## config.mk

```make
export PLATFORM = sky130hd
export DESIGN_NAME = seg_scan_drv_flat
export DESIGN_NICKNAME = d
export VERILOG_FILES = /design/src/rtl/seg_scan_drv_pkg.sv /design/src/rtl/seg_scan_drv_if.sv /design/src/rtl/seg_scan_drv_ser16.sv /design/src/rtl/seg_scan_drv.sv /design/src/flat_wrapper.sv
export SDC_FILE = /design/constraint.sdc
export NUM_CORES = 1
export LEC_CHECK = 0
export ABC_CLOCK_PERIOD_IN_PS = 5850
export CAP_MARGIN = 20
export CORE_AREA = 3 3 122 124
export CTS_CLUSTER_DIAMETER = 30
export DETAILED_ROUTE_END_ITERATION = 7
export DIE_AREA = 0 0 125 127
export PLACE_DENSITY = 0.77
export SLEW_MARGIN = 30
export SYNTH_ARGS = -nofsm -noshare
export SYNTH_HDL_FRONTEND = slang
export SYNTH_SLANG_ARGS = --single-unit
```

## constraint.sdc

```tcl
create_clock -name clk -period 5.85 [get_ports clk]
set_input_delay 1.755 -clock clk [delete_from_list [all_inputs] [get_ports clk]]
set_output_delay 1.755 -clock clk [all_outputs]
set_load 0.005 [all_outputs]
```

## src/rtl/seg_scan_drv_pkg.sv

```systemverilog
// Shared constants for the 7-segment scan driver: segment encodings and FSM states.
package seg_scan_drv_pkg;

  // Active-low a..g in bits 7..1, dp_n in bit 0; index 0 is the last entry.
  localparam logic [15:0][7:0] SEG_HEX = {
    8'h71, 8'h61, 8'h85, 8'h63, 8'hC1, 8'h11, 8'h09, 8'h01,
    8'h1F, 8'h41, 8'h49, 8'h99, 8'h0D, 8'h25, 8'h9F, 8'h03
  };
  localparam logic [7:0] SEG_BLANK = 8'hFF;

  localparam logic [1:0] ST_SHIFT = 2'd0;
  localparam logic [1:0] ST_LATCH = 2'd1;
  localparam logic [1:0] ST_HOLD  = 2'd2;

  function automatic logic [7:0] seg_of(input logic [3:0] nib);
    return SEG_HEX[nib];
  endfunction

endpackage

```

## src/rtl/seg_scan_drv_if.sv

```systemverilog
// Upstream valid/ready image port of the scan driver.
interface seg_scan_drv_if #(parameter int DIGITS = 8);
  logic [4*DIGITS-1:0] val;
  logic [DIGITS-1:0]   dp;
  logic [DIGITS-1:0]   blank;
  logic                lzs;
  logic                load;
  logic                ready;

  modport master (output val, dp, blank, lzs, load, input ready);
  modport slave  (input val, dp, blank, lzs, load, output ready);
endinterface

```

## src/rtl/seg_scan_drv_ser16.sv

```systemverilog
// 16-bit LSB-first serialiser: ds changes at the start of each bit-period,
// shclk is high for the second half of it. ds holds its last bit when idle.
module seg_ser16 #(
  parameter int DIV = 2
) (
  input  logic        clk,
  input  logic        rst_n,
  input  logic        start,
  input  logic [15:0] word,
  output logic        busy,
  output logic        done,
  output logic        ds,
  output logic        shclk
);
  localparam int CW = $clog2(2*DIV);
  localparam logic [CW-1:0] CNT_LAST = CW'(2*DIV-1);
  localparam logic [CW-1:0] CNT_HI   = CW'(DIV);

  logic          busy_q, busy_d;
  logic          ds_q, ds_d;
  logic          shclk_q, shclk_d;
  logic [14:0]   sh_q, sh_d;
  logic [CW-1:0] cnt_q, cnt_d, cnt_inc;
  logic [3:0]    bit_q, bit_d;

  assign busy  = busy_q;
  assign ds    = ds_q;
  assign shclk = shclk_q;
  assign done  = busy_q && (cnt_q == CNT_LAST) && (bit_q == 4'd15);

  always_comb begin
    busy_d  = busy_q;
    ds_d    = ds_q;
    shclk_d = shclk_q;
    sh_d    = sh_q;
    cnt_d   = cnt_q;
    bit_d   = bit_q;
    cnt_inc = cnt_q + 1'b1;
    if (start && !busy_q) begin
      busy_d  = 1'b1;
      ds_d    = word[0];
      sh_d    = word[15:1];
      cnt_d   = '0;
      bit_d   = 4'd0;
      shclk_d = 1'b0;
    end else if (busy_q) begin
      if (cnt_q == CNT_LAST) begin
        cnt_d   = '0;
        shclk_d = 1'b0;
        if (bit_q == 4'd15) begin
          busy_d = 1'b0;
        end else begin
          bit_d = bit_q + 4'd1;
          ds_d  = sh_q[0];
          sh_d  = {1'b0, sh_q[14:1]};
        end
      end else begin
        cnt_d   = cnt_inc;
        shclk_d = (cnt_inc >= CNT_HI);
      end
    end
  end

  always_ff @(posedge clk or negedge rst_n) begin
    if (!rst_n) begin
      busy_q  <= 1'b0;
      ds_q    <= 1'b0;
      shclk_q <= 1'b0;
      sh_q    <= '0;
      cnt_q   <= '0;
      bit_q   <= 4'd0;
    end else begin
      busy_q  <= busy_d;
      ds_q    <= ds_d;
      shclk_q <= shclk_d;
      sh_q    <= sh_d;
      cnt_q   <= cnt_d;
      bit_q   <= bit_d;
    end
  end
endmodule

```

## src/rtl/seg_scan_drv.sv

```systemverilog
// Multiplexed 7-segment scan driver for a daisy-chained 595 board: image capture,
// leading-zero suppression, SHIFT/LATCH/HOLD scan and PWM brightness on oe_n.
module seg_scan_drv #(
  parameter int DIGITS    = 8,
  parameter int DIV       = 2,
  parameter int HOLD_BITS = 16,
  parameter int BRIGHT_W  = 5
) (
  input  logic                clk,
  input  logic                rst_n,
  seg_scan_drv_if.slave       up,
  input  logic [BRIGHT_W-1:0] bright,
  output logic                ds,
  output logic                shclk,
  output logic                stclk,
  output logic                oe_n,
  output logic                frame
);
  import seg_scan_drv_pkg::*;

  localparam int DW = (DIGITS > 1) ? $clog2(DIGITS) : 1;
  localparam int HW = $clog2(HOLD_BITS);
  localparam int CW = $clog2(2*DIV);
  localparam logic [DW-1:0] DIG_LAST  = DW'(DIGITS-1);
  localparam logic [HW-1:0] HOLD_LAST = HW'(HOLD_BITS-1);
  localparam logic [CW-1:0] PC_LAST   = CW'(2*DIV-1);

  logic [1:0]          st_q, st_d;
  logic [DW-1:0]       dig_q, dig_d, kdig;
  logic [CW-1:0]       pc_q, pc_d;
  logic [HW-1:0]       hold_q, hold_d;
  logic [BRIGHT_W-1:0] bright_q, bright_d;
  logic                stclk_q, stclk_d, oe_n_q, oe_n_d, frame_q, frame_d;
  logic                pend_full_q, pend_full_d, pend_lzs_q, pend_lzs_d;
  logic [4*DIGITS-1:0] pend_val_q, pend_val_d, act_val_q, act_val_d, src_val;
  logic [DIGITS-1:0]   pend_dp_q, pend_dp_d, pend_blank_q, pend_blank_d;
  logic [DIGITS-1:0]   act_dp_q, act_dp_d, act_blk_q, act_blk_d;
  logic [DIGITS-1:0]   pend_mask, src_dp, src_blk;
  logic                lzs_run, kick, xfer, cap, pc_last, hold_last;
  logic [3:0]          nib;
  logic [7:0]          seg, sel;
  logic [15:0]         word;
  logic                ser_busy, ser_done;

  assign up.ready = !pend_full_q;
  assign stclk    = stclk_q;
  assign oe_n     = oe_n_q;
  assign frame    = frame_q;

  // Leading zeros become blank, scanning down from the top digit; digit 0 always shows.
  always_comb begin
    lzs_run   = pend_lzs_q;
    pend_mask = pend_blank_q;
    for (int i = DIGITS-1; i >= 1; i--) begin
      if (lzs_run && pend_val_q[4*i +: 4] == 4'h0) pend_mask[i] = 1'b1;
      else lzs_run = 1'b0;
    end
  end

  // A new word is kicked on the last HOLD clk so SHIFT starts with no dead cycle;
  // straight out of reset the serialiser is idle and SHIFT kicks it itself.
  always_comb begin
    pc_last   = (pc_q == PC_LAST);
    hold_last = (st_q == ST_HOLD) && (hold_q == HOLD_LAST) && pc_last;
    kick      = ((st_q == ST_SHIFT) && !ser_busy) || hold_last;
    kdig      = (st_q == ST_HOLD) ? ((dig_q == DIG_LAST) ? '0 : dig_q + 1'b1) : dig_q;
    xfer      = kick && (kdig == '0);
    cap       = up.load && (!pend_full_q || xfer);
    src_val   = (xfer && pend_full_q) ? pend_val_q : act_val_q;
    src_dp    = (xfer && pend_full_q) ? pend_dp_q  : act_dp_q;
    src_blk   = (xfer && pend_full_q) ? pend_mask  : act_blk_q;
    nib       = src_val[4*int'(kdig) +: 4];
    seg       = src_blk[kdig] ? SEG_BLANK : seg_of(nib);
    seg[0]    = seg[0] & ~src_dp[kdig];
    sel       = 8'd1 << kdig;
    word      = {sel, seg};
  end

  always_comb begin
    st_d         = st_q;
    dig_d        = dig_q;
    pc_d         = pc_q;
    hold_d       = hold_q;
    bright_d     = bright_q;
    stclk_d      = stclk_q;
    oe_n_d       = oe_n_q;
    frame_d      = 1'b0;
    pend_full_d  = pend_full_q;
    pend_val_d   = pend_val_q;
    pend_dp_d    = pend_dp_q;
    pend_blank_d = pend_blank_q;
    pend_lzs_d   = pend_lzs_q;
    act_val_d    = act_val_q;
    act_dp_d     = act_dp_q;
    act_blk_d    = act_blk_q;
    case (st_q)
      ST_SHIFT: if (ser_done) begin
        st_d    = ST_LATCH;
        pc_d    = '0;
        stclk_d = 1'b1;
      end
      ST_LATCH: if (pc_last) begin
        st_d     = ST_HOLD;
        pc_d     = '0;
        hold_d   = '0;
        stclk_d  = 1'b0;
        bright_d = bright;
        oe_n_d   = (bright == '0);
      end else begin
        pc_d = pc_q + 1'b1;
      end
      ST_HOLD: begin
        pc_d = pc_last ? '0 : pc_q + 1'b1;
        if (pc_last) hold_d = hold_q + 1'b1;
        oe_n_d = !(BRIGHT_W'(hold_d) < bright_q);
        if (hold_last) begin
          st_d    = ST_SHIFT;
          oe_n_d  = 1'b1;
          frame_d = (dig_q == DIG_LAST);
        end
      end
      default: st_d = ST_SHIFT;
    endcase
    if (kick) dig_d = kdig;
    if (xfer && pend_full_q) begin
      act_val_d = pend_val_q;
      act_dp_d  = pend_dp_q;
      act_blk_d = pend_mask;
    end
    if (xfer) pend_full_d = 1'b0;
    if (cap) begin
      pend_full_d  = 1'b1;
      pend_val_d   = up.val;
      pend_dp_d    = up.dp;
      pend_blank_d = up.blank;
      pend_lzs_d   = up.lzs;
    end
  end

  always_ff @(posedge clk or negedge rst_n) begin
    if (!rst_n) begin
      st_q         <= ST_SHIFT;
      dig_q        <= '0;
      pc_q         <= '0;
      hold_q       <= '0;
      bright_q     <= '0;
      stclk_q      <= 1'b0;
      oe_n_q       <= 1'b1;
      frame_q      <= 1'b0;
      pend_full_q  <= 1'b0;
      pend_val_q   <= '0;
      pend_dp_q    <= '0;
      pend_blank_q <= '0;
      pend_lzs_q   <= 1'b0;
      act_val_q    <= '0;
      act_dp_q     <= '0;
      act_blk_q    <= '1;
    end else begin
      st_q         <= st_d;
      dig_q        <= dig_d;
      pc_q         <= pc_d;
      hold_q       <= hold_d;
      bright_q     <= bright_d;
      stclk_q      <= stclk_d;
      oe_n_q       <= oe_n_d;
      frame_q      <= frame_d;
      pend_full_q  <= pend_full_d;
      pend_val_q   <= pend_val_d;
      pend_dp_q    <= pend_dp_d;
      pend_blank_q <= pend_blank_d;
      pend_lzs_q   <= pend_lzs_d;
      act_val_q    <= act_val_d;
      act_dp_q     <= act_dp_d;
      act_blk_q    <= act_blk_d;
    end
  end

  seg_ser16 #(.DIV(DIV)) u_ser (
    .clk   (clk),
    .rst_n (rst_n),
    .start (kick),
    .word  (word),
    .busy  (ser_busy),
    .done  (ser_done),
    .ds    (ds),
    .shclk (shclk)
  );
endmodule

```

## src/flat_wrapper.sv

```systemverilog
// flat-port wrapper written by rule: the top's interface ports become plain ports
module seg_scan_drv_flat import seg_scan_drv_pkg::*;
#(
  parameter int DIGITS    = 8,
  parameter int DIV       = 2,
  parameter int HOLD_BITS = 16,
  parameter int BRIGHT_W  = 5
)
  (clk, rst_n, bright, ds, shclk, stclk, oe_n, frame, up_val, up_dp, up_blank, up_lzs, up_load, up_ready);
  seg_scan_drv_if #(.DIGITS(DIGITS)) up_i ();
  input  logic clk;
  input  logic rst_n;
  input  logic [BRIGHT_W-1:0] bright;
  output logic ds;
  output logic shclk;
  output logic stclk;
  output logic oe_n;
  output logic frame;
  input wire logic [$bits(up_i.val)-1:0] up_val;
  input wire logic [$bits(up_i.dp)-1:0] up_dp;
  input wire logic [$bits(up_i.blank)-1:0] up_blank;
  input wire logic [$bits(up_i.lzs)-1:0] up_lzs;
  input wire logic [$bits(up_i.load)-1:0] up_load;
  output wire logic [$bits(up_i.ready)-1:0] up_ready;
  assign up_i.val = up_val;
  assign up_i.dp = up_dp;
  assign up_i.blank = up_blank;
  assign up_i.lzs = up_lzs;
  assign up_i.load = up_load;
  assign up_ready = up_i.ready;
  seg_scan_drv #(.DIGITS(DIGITS), .DIV(DIV), .HOLD_BITS(HOLD_BITS), .BRIGHT_W(BRIGHT_W)) u_core (.clk(clk), .rst_n(rst_n), .up(up_i), .bright(bright), .ds(ds), .shclk(shclk), .stclk(stclk), .oe_n(oe_n), .frame(frame));
endmodule
```

==> results of run 1 <==
flip-flops by register name, summed over array words and instances (netlist names), 5 cells and up:
register	count
u_core.act_blk_q	8
u_core.act_dp_q	8
u_core.act_val_q	32
u_core.bright_q	5
u_core.pend_blank_q	8
u_core.pend_dp_q	8
u_core.pend_val_q	32
u_core.u_ser.sh_q	15
final timing paths:
path / start / cells past startpoint / to / slack (ns)
max: u_core.st_q[0]$_DFFE_PN0P_ / 13 / u_core.u_ser.sh_q[3]$_DFFE_PN0P_ / 1.27
min: u_core.act_blk_q[7]$_DFF_PN1_ / 2 / u_core.act_blk_q[7]$_DFF_PN1_ / 0.46
max reg2reg: u_core.st_q[0]$_DFFE_PN0P_ / 13 / u_core.u_ser.sh_q[3]$_DFFE_PN0P_ / 1.27
min reg2reg: u_core.act_blk_q[7]$_DFF_PN1_ / 2 / u_core.act_blk_q[7]$_DFF_PN1_ / 0.46
max in group asynchronous: rst_n / 2 / u_core.act_blk_q[7]$_DFF_PN1_ / 3.37
min in group asynchronous: rst_n / 1 / u_core.hold_q[3]$_DFFE_PN0P_ / 1.41
Yosys cell counts (all sizes together) (4+ instances only):
cell type and instances:
nand2b 6, nand2 153, clkbuf 21, nor2b 5, nand4 7, a221o 4, o21ai 23, mux2i 19
a31oi 9, ha 19, inv 18, nor4 7, a22oi 6, and3 5, dfrtp 131, a21oi 21
dfstp 9, a32oi 4, nand3 17, xnor2 4, nor3 5, buf 11, nor2 23, mux2 69
per-layer routing:
layer	vias up	global-route usage
li1	2403	-
met1	2478	0.265
met2	153	0.327
met3	44	0.0456
met4	0	0.0957
met5	-	0
cell usage in the layout (no fill, tap or decap), drive strengths merged, types with 9 or more instances in the layout:
master	netlist	final
dfrtp	131	131
clkbuf	21	25
mux2i	19	19
clkdlybuf4s50	0	61
a31oi	9	9
nor2	23	23
a21oi	21	21
o21ai	23	23
nand3	17	17
dfstp	9	9
mux2	69	69
ha	19	19
nand2	153	153
inv	18	18
cell type report:
type,instances,area share
flip-flops and latches,140,0.428
multi-input cells,459,0.392
repair buffers,69,0.0824
clock buffers,24,0.0562
well taps,180,0.0274
inverters,18,0.00822
clock inverters,8,0.00563
through the flow:
step,setup slack [ns],cells,hold WS (ns),power (W),area (sq um)
floorplan,2.17,649,0.435,0.00110,6950
detailed placement,1.31,866,0.449,0.00118,7710
finish,1.27,898,0.456,0.00208,8220
global placement,1.58,866,0.448,0.00117,7700
global route,0.863,898,0.486,0.00217,8220
CTS,1.27,898,0.457,0.00211,8210
cell families after synthesis:
group,Yosys count,share of synthesized area
compound gates,99,0.105
fa+ha+maj,19,0.0342
buf+inv,50,0.0312
xor+xnor,5,0.00630
mux,91,0.152
simple gates,245,0.166
flops,140,0.506
power by group:
part	internal (W)	total, W	switching, W
Clock	0.000547	0.000928	0.000380
Sequential	0.00101	0.00104	0.0000334
Combinational	0.0000694	0.000112	0.0000430
Total	0.00163	0.00208	0.000456
critical path, delay by kind of cell (launching register included):
family | cells | cell delay, ns
muxes | 2 | 1.14
AOI/OAI and AO/OA | 3 | 0.68
adders and majority gates | 2 | 0.95
buffers and inverters | 3 | 0.75
DFF | 1 | 0.38
and+or+nand+nor | 3 | 0.55
==> qor.yml, run 1 <==
worst_setup_path:
  crit_path_max_fanout: 49
  critical_path_class: "register to register"
  slowest_stage: "ha_1"
  cp_cell_sequence: "inv_1 > ha_1 > mux2i_4 > nand4_4 > nor3_4 > buf_4 > o311ai_1 > o21ai_1 > inv_1 > ha_1 > mux4_2 > nor2b_1 > o21ai_1"
  setup.worst_path.end_class: "register"
  cp.arrival_ns: 4.87
  critPathMaxStageDelay_ns: 0.68
  cp.required_ns: 6.14
  startpoint_type: "register"
run:
  cap_viol_max_count: 0
outcome:
  status: "finished, final reports clean"
logic_synthesis:
  syn-cell-area_sq_um: 6950
  synth_area_leaders: "dfrtp_1, mux2_2, nand2_1"
  syn_avg_cell_area_sq_um: 10.7
  synth-main-ff-cell: "dfrtp_1"
  yosysUniqueCellTypes: 73
  synth_edf_count: 0
  ys_ff_latch: 140
  async_flop_share: 1.00
  syn-instance-count: 649
  synth_top_area_cell: "dfrtp_1"
  ys_warn_count: 0
  synth_fp_nets: 725
  yosysSeqAreaShare: 0.506
  yosys.area.top_type_share: 0.472
grt:
  grt_pass1_vias: 5234
  grt.total_usage: 0.204
  grt_max_degree: 98
  grt_pass1_wl_um: 26100
  antenna_found_initial: 0
  grt-ovfl-total: 0
final_layout:
  n_antenna_cell: 0
  multiInputGateArea_sq_um: 3220
  finish.utilization: 0.592
  areaGrowthSynthToFinish_pct: 18.3
  seq_area_sq_um: 3510
  final_nets: 781
  drive_gt1_frac: 0.188
  fillers: 1164
place:
  numPortBuffers: 62
  dp_hpwl_um: 10900
  place_congestion: 0.900
timing:
  period_needed_ns: 4.58
  fin_worst_skew_ns: 0.00853
  slew_headroom: 0.442
  setup_viol: 0
  fmax_mhz: 218
  fin_tns_setup_ns: 0
  drv_slew: 0
  rsz0062_at_grt: "no"
  fin_crit_sh: 0.782
  tightest_slew_ns: 0.835
  timing_hold_violations_final: 0
floorplanning:
  io_pins: 63
  die_y_um: 127
  num_rows: 43
  start_util: 0.501
  core_area_sq_um: 13900
  die_area_sq_um: 15900
  fp.dieW_um: 125
clocking:
  clock_sinks: 140
  cts_setup_buffers: 0
  cts_root_buf: "clkbuf_16"
  clk_latency_ns: 0.42
  postCtsResizedCells: 0
  cts_buffer_depth: 2
  hold_buffers: 0
  cts_tree: "yes"
  htreeDepth: 4
  cts.clk_slew.worst_paths_ns: 0.06
  cts_buffers: 17
route:
  viasPerCell: 5.65
  ant_nets: 0
  highest_layer: "met4"
  dr.pass1.iters: 5
  vias: 5078
  wl_met3_um: 725
  drc: 0
  wl_met2_um: 7450
  avgRoutedWirePerCell_um: 17.1
  drt_iter0_markers: 386
  drt_wl_total_um: 15400
  drt-met1-wl_um: 6700
power_and_ir_drop:
  p_leak_nw: 3.83
  powerDensity_nw_per_um2: 254
  ir_worst_vdd_uv: 272
hold_path:
  worstHoldPathType: "register to register"
No activity file was read; power rests on OpenSTA's default activity.
==> run 2, diff against run 1 <==
- ABC_CLOCK_PERIOD_IN_PS: 5850 -> 4000
- PLACE_DENSITY: 0.77 -> 0.8
- clock period: 5.85 -> 4 ns (I/O delays scaled with it)
==> run 2 against run 1 <==
  * Clock power increased by 66%
  * Routed wire length increased by 1.3%
  * First-iteration DRC count up 1.3%
  * Sequential power grew 47%
  * Clock skew decreased by 0.00095 ns
  * Global-route usage is 0.065 points lower
  * Cell area increased by 2.3%
  * Maximum frequency is 25% higher
  * Non-clock buffer count grew 12
  * Sequential share of layout area shrank 0.98 points
  * Critical path type unchanged
  * Largest cell class unchanged
  * Largest power group is now the clock network
  * Highest routed layer unchanged
==> qor.yml, run 2 (synthesis results as in run 1) <==
floorplanning:
  start_util: 0.501
  die_y_um: 127
  core_area_sq_um: 13900
  num_rows: 43
  io_pins: 63
  die_area_sq_um: 15900
  fp.dieW_um: 125
worst_setup_path:
  crit_path_max_fanout: 25
  cp.arrival_ns: 3.95
  worstRegToRegCells: 13
  critical_path_class: "register to register"
  r2r-start: "u_core.dig_q[0]$_DFFE_PN0P_"
  setup.worst_path.end_class: "register"
  startpoint: "u_core.dig_q[0]$_DFFE_PN0P_"
  reg2reg_to: "u_core.u_ser.sh_q[3]$_DFFE_PN0P_"
  cp.required_ns: 4.30
  rrSetupSlack_ns: 0.34
  startpoint_type: "register"
grt:
  grt_pass1_wl_um: 26300
  grt_max_degree: 75
  use_met1: 0.258
  grt-ovfl-total: 0
  antenna_found_initial: 0
  met3_usage: 0.0431
  use_met2: 0.338
  grt_most_used_layer: "met2"
  grt_pass1_vias: 5369
  grt.total_usage: 0.203
route:
  viasPerCell: 5.66
  vias: 5147
  dr.pass1.iters: 5
  ant_nets: 0
  drt_wl_total_um: 15600
  avgRoutedWirePerCell_um: 17.1
  drt_iter0_markers: 391
  drc: 0
place:
  place_area_sq_um: 7820
  dp_hpwl_um: 11200
  place_congestion: 0.946
  numPortBuffers: 62
timing:
  tightest_slew_ns: 0.913
  fin_crit_sh: 0.914
  fmax_mhz: 274
  setup_viol: 0
  timing_hold_violations_final: 0
  rsz0062_at_grt: "no"
  drv_slew: 0
  fin_worst_skew_ns: 0.00757
  fin_tns_setup_ns: 0
  period_needed_ns: 3.66
  slew_headroom: 0.390
clocking:
  cts_tree: "yes"
  cts.clk_slew.worst_paths_ns: 0.06
  cts_setup_buffers: 0
  cts_root_buf: "clkbuf_16"
  cts_buffer_depth: 2
  clock_sinks: 140
  htreeDepth: 4
  clk_latency_ns: 0.42
  cts_buffers: 17
final_layout:
  n_antenna_cell: 0
  layout_commonest_cell: "nand2_1"
  final_nets: 793
  fillers: 1097
  areaGrowthSynthToFinish_pct: 21.0
  drive_gt1_frac: 0.212
  reg_top3: "u_core.act_val_q x32, u_core.pend_val_q x32, u_core.u_ser.sh_q x15"
  design_area_sq_um: 8410
  finish.utilization: 0.606
  final_cell_mix: "nand2_1, dfrtp_1, mux2_2"
hold_path:
  worstHoldPathType: "register to register"
  hold_end: "u_core.act_blk_q[0]$_DFF_PN1_"
  min_from: "u_core.act_blk_q[0]$_DFF_PN1_"
  timing.hold.worst_path_depth: 2
power_and_ir_drop:
  p_leak_nw: 3.94
  ir_worst_vdd_uv: 391
  powerDensity_nw_per_um2: 385
outcome:
  status: "finished, final reports clean"
run:
  cap_viol_max_count: 0
## run 2: worst max-delay path, cell delays in order, from the launching register on
cell,delay [ns]
dfrtp_1,0.49
ha_1,0.26
ha_1,0.26
or3b_1,0.48
nand4_4,0.16
nor3_4,0.06
buf_4,0.24
o311ai_1,0.35
o21ai_2,0.16
ha_1,0.34
inv_1,0.04
mux4_2,0.44
nor2b_1,0.14
o21ai_1,0.08
## run 2: worst max path at each step
stage / endpoint / depth (start not counted)
final: u_core.u_ser.sh_q[3]$_DFFE_PN0P_ / 13
after global routing: u_core.u_ser.sh_q[3]$_DFFE_PN0P_ / 13
after CTS: u_core.u_ser.sh_q[3]$_DFFE_PN0P_ / 13
after detailed placement: u_core.u_ser.sh_q[3]$_DFFE_PN0P_ / 13
after global placement: u_core.u_ser.sh_q[3]$_DFFE_PN0P_ / 13
after floorplan: u_core.u_ser.sh_q[3]$_DFFE_PN0P_ / 15
## run 2: report_power, final
part	total (W)	switching (W)	leakage (nW)	internal, W
sequential	0.00153	0.0000494	1.81	0.00148
clock	0.00154	0.000583	0.295	0.000959
combinational	0.000167	0.0000634	1.83	0.000103
total	0.00324	0.000696	3.94	0.00254
## run 2: through the flow
stage	hold WS [ns]	instances	power, W	worst slack (ns)
after global placement	0.448	878	0.00171	0.347
after CTS	0.464	910	0.00327	0.0842
after global routing	0.501	910	0.00334	0.0729
after floorplan	0.435	649	0.00160	0.319
after detailed placement	0.454	878	0.00172	0.120
final	0.465	910	0.00324	0.345
## run 2: timing repair
item                                    CTS  global route
hold buffers                              0             0
endpoints found under the setup margin    0             3
resized for setup                         0             2
## run 2: area by class of cell
type / count / area, sq um / area share
Tap cell: 180 / 225 / 0.0268
Sequential cell: 140 / 3510 / 0.418
Clock buffer: 20 / 467 / 0.0555
Multi-Input combinational cell: 459 / 3230 / 0.384
Inverter: 18 / 67.6 / 0.00803
Timing Repair Buffer: 81 / 790 / 0.0939
Clock inverter: 12 / 120 / 0.0143
## run 2: metal layers
layer	wire, um	vias to the layer above
met5	0	-
met4	490	0
met3	676	41
met2	7610	160
met1	6790	2516
li1	-	2430
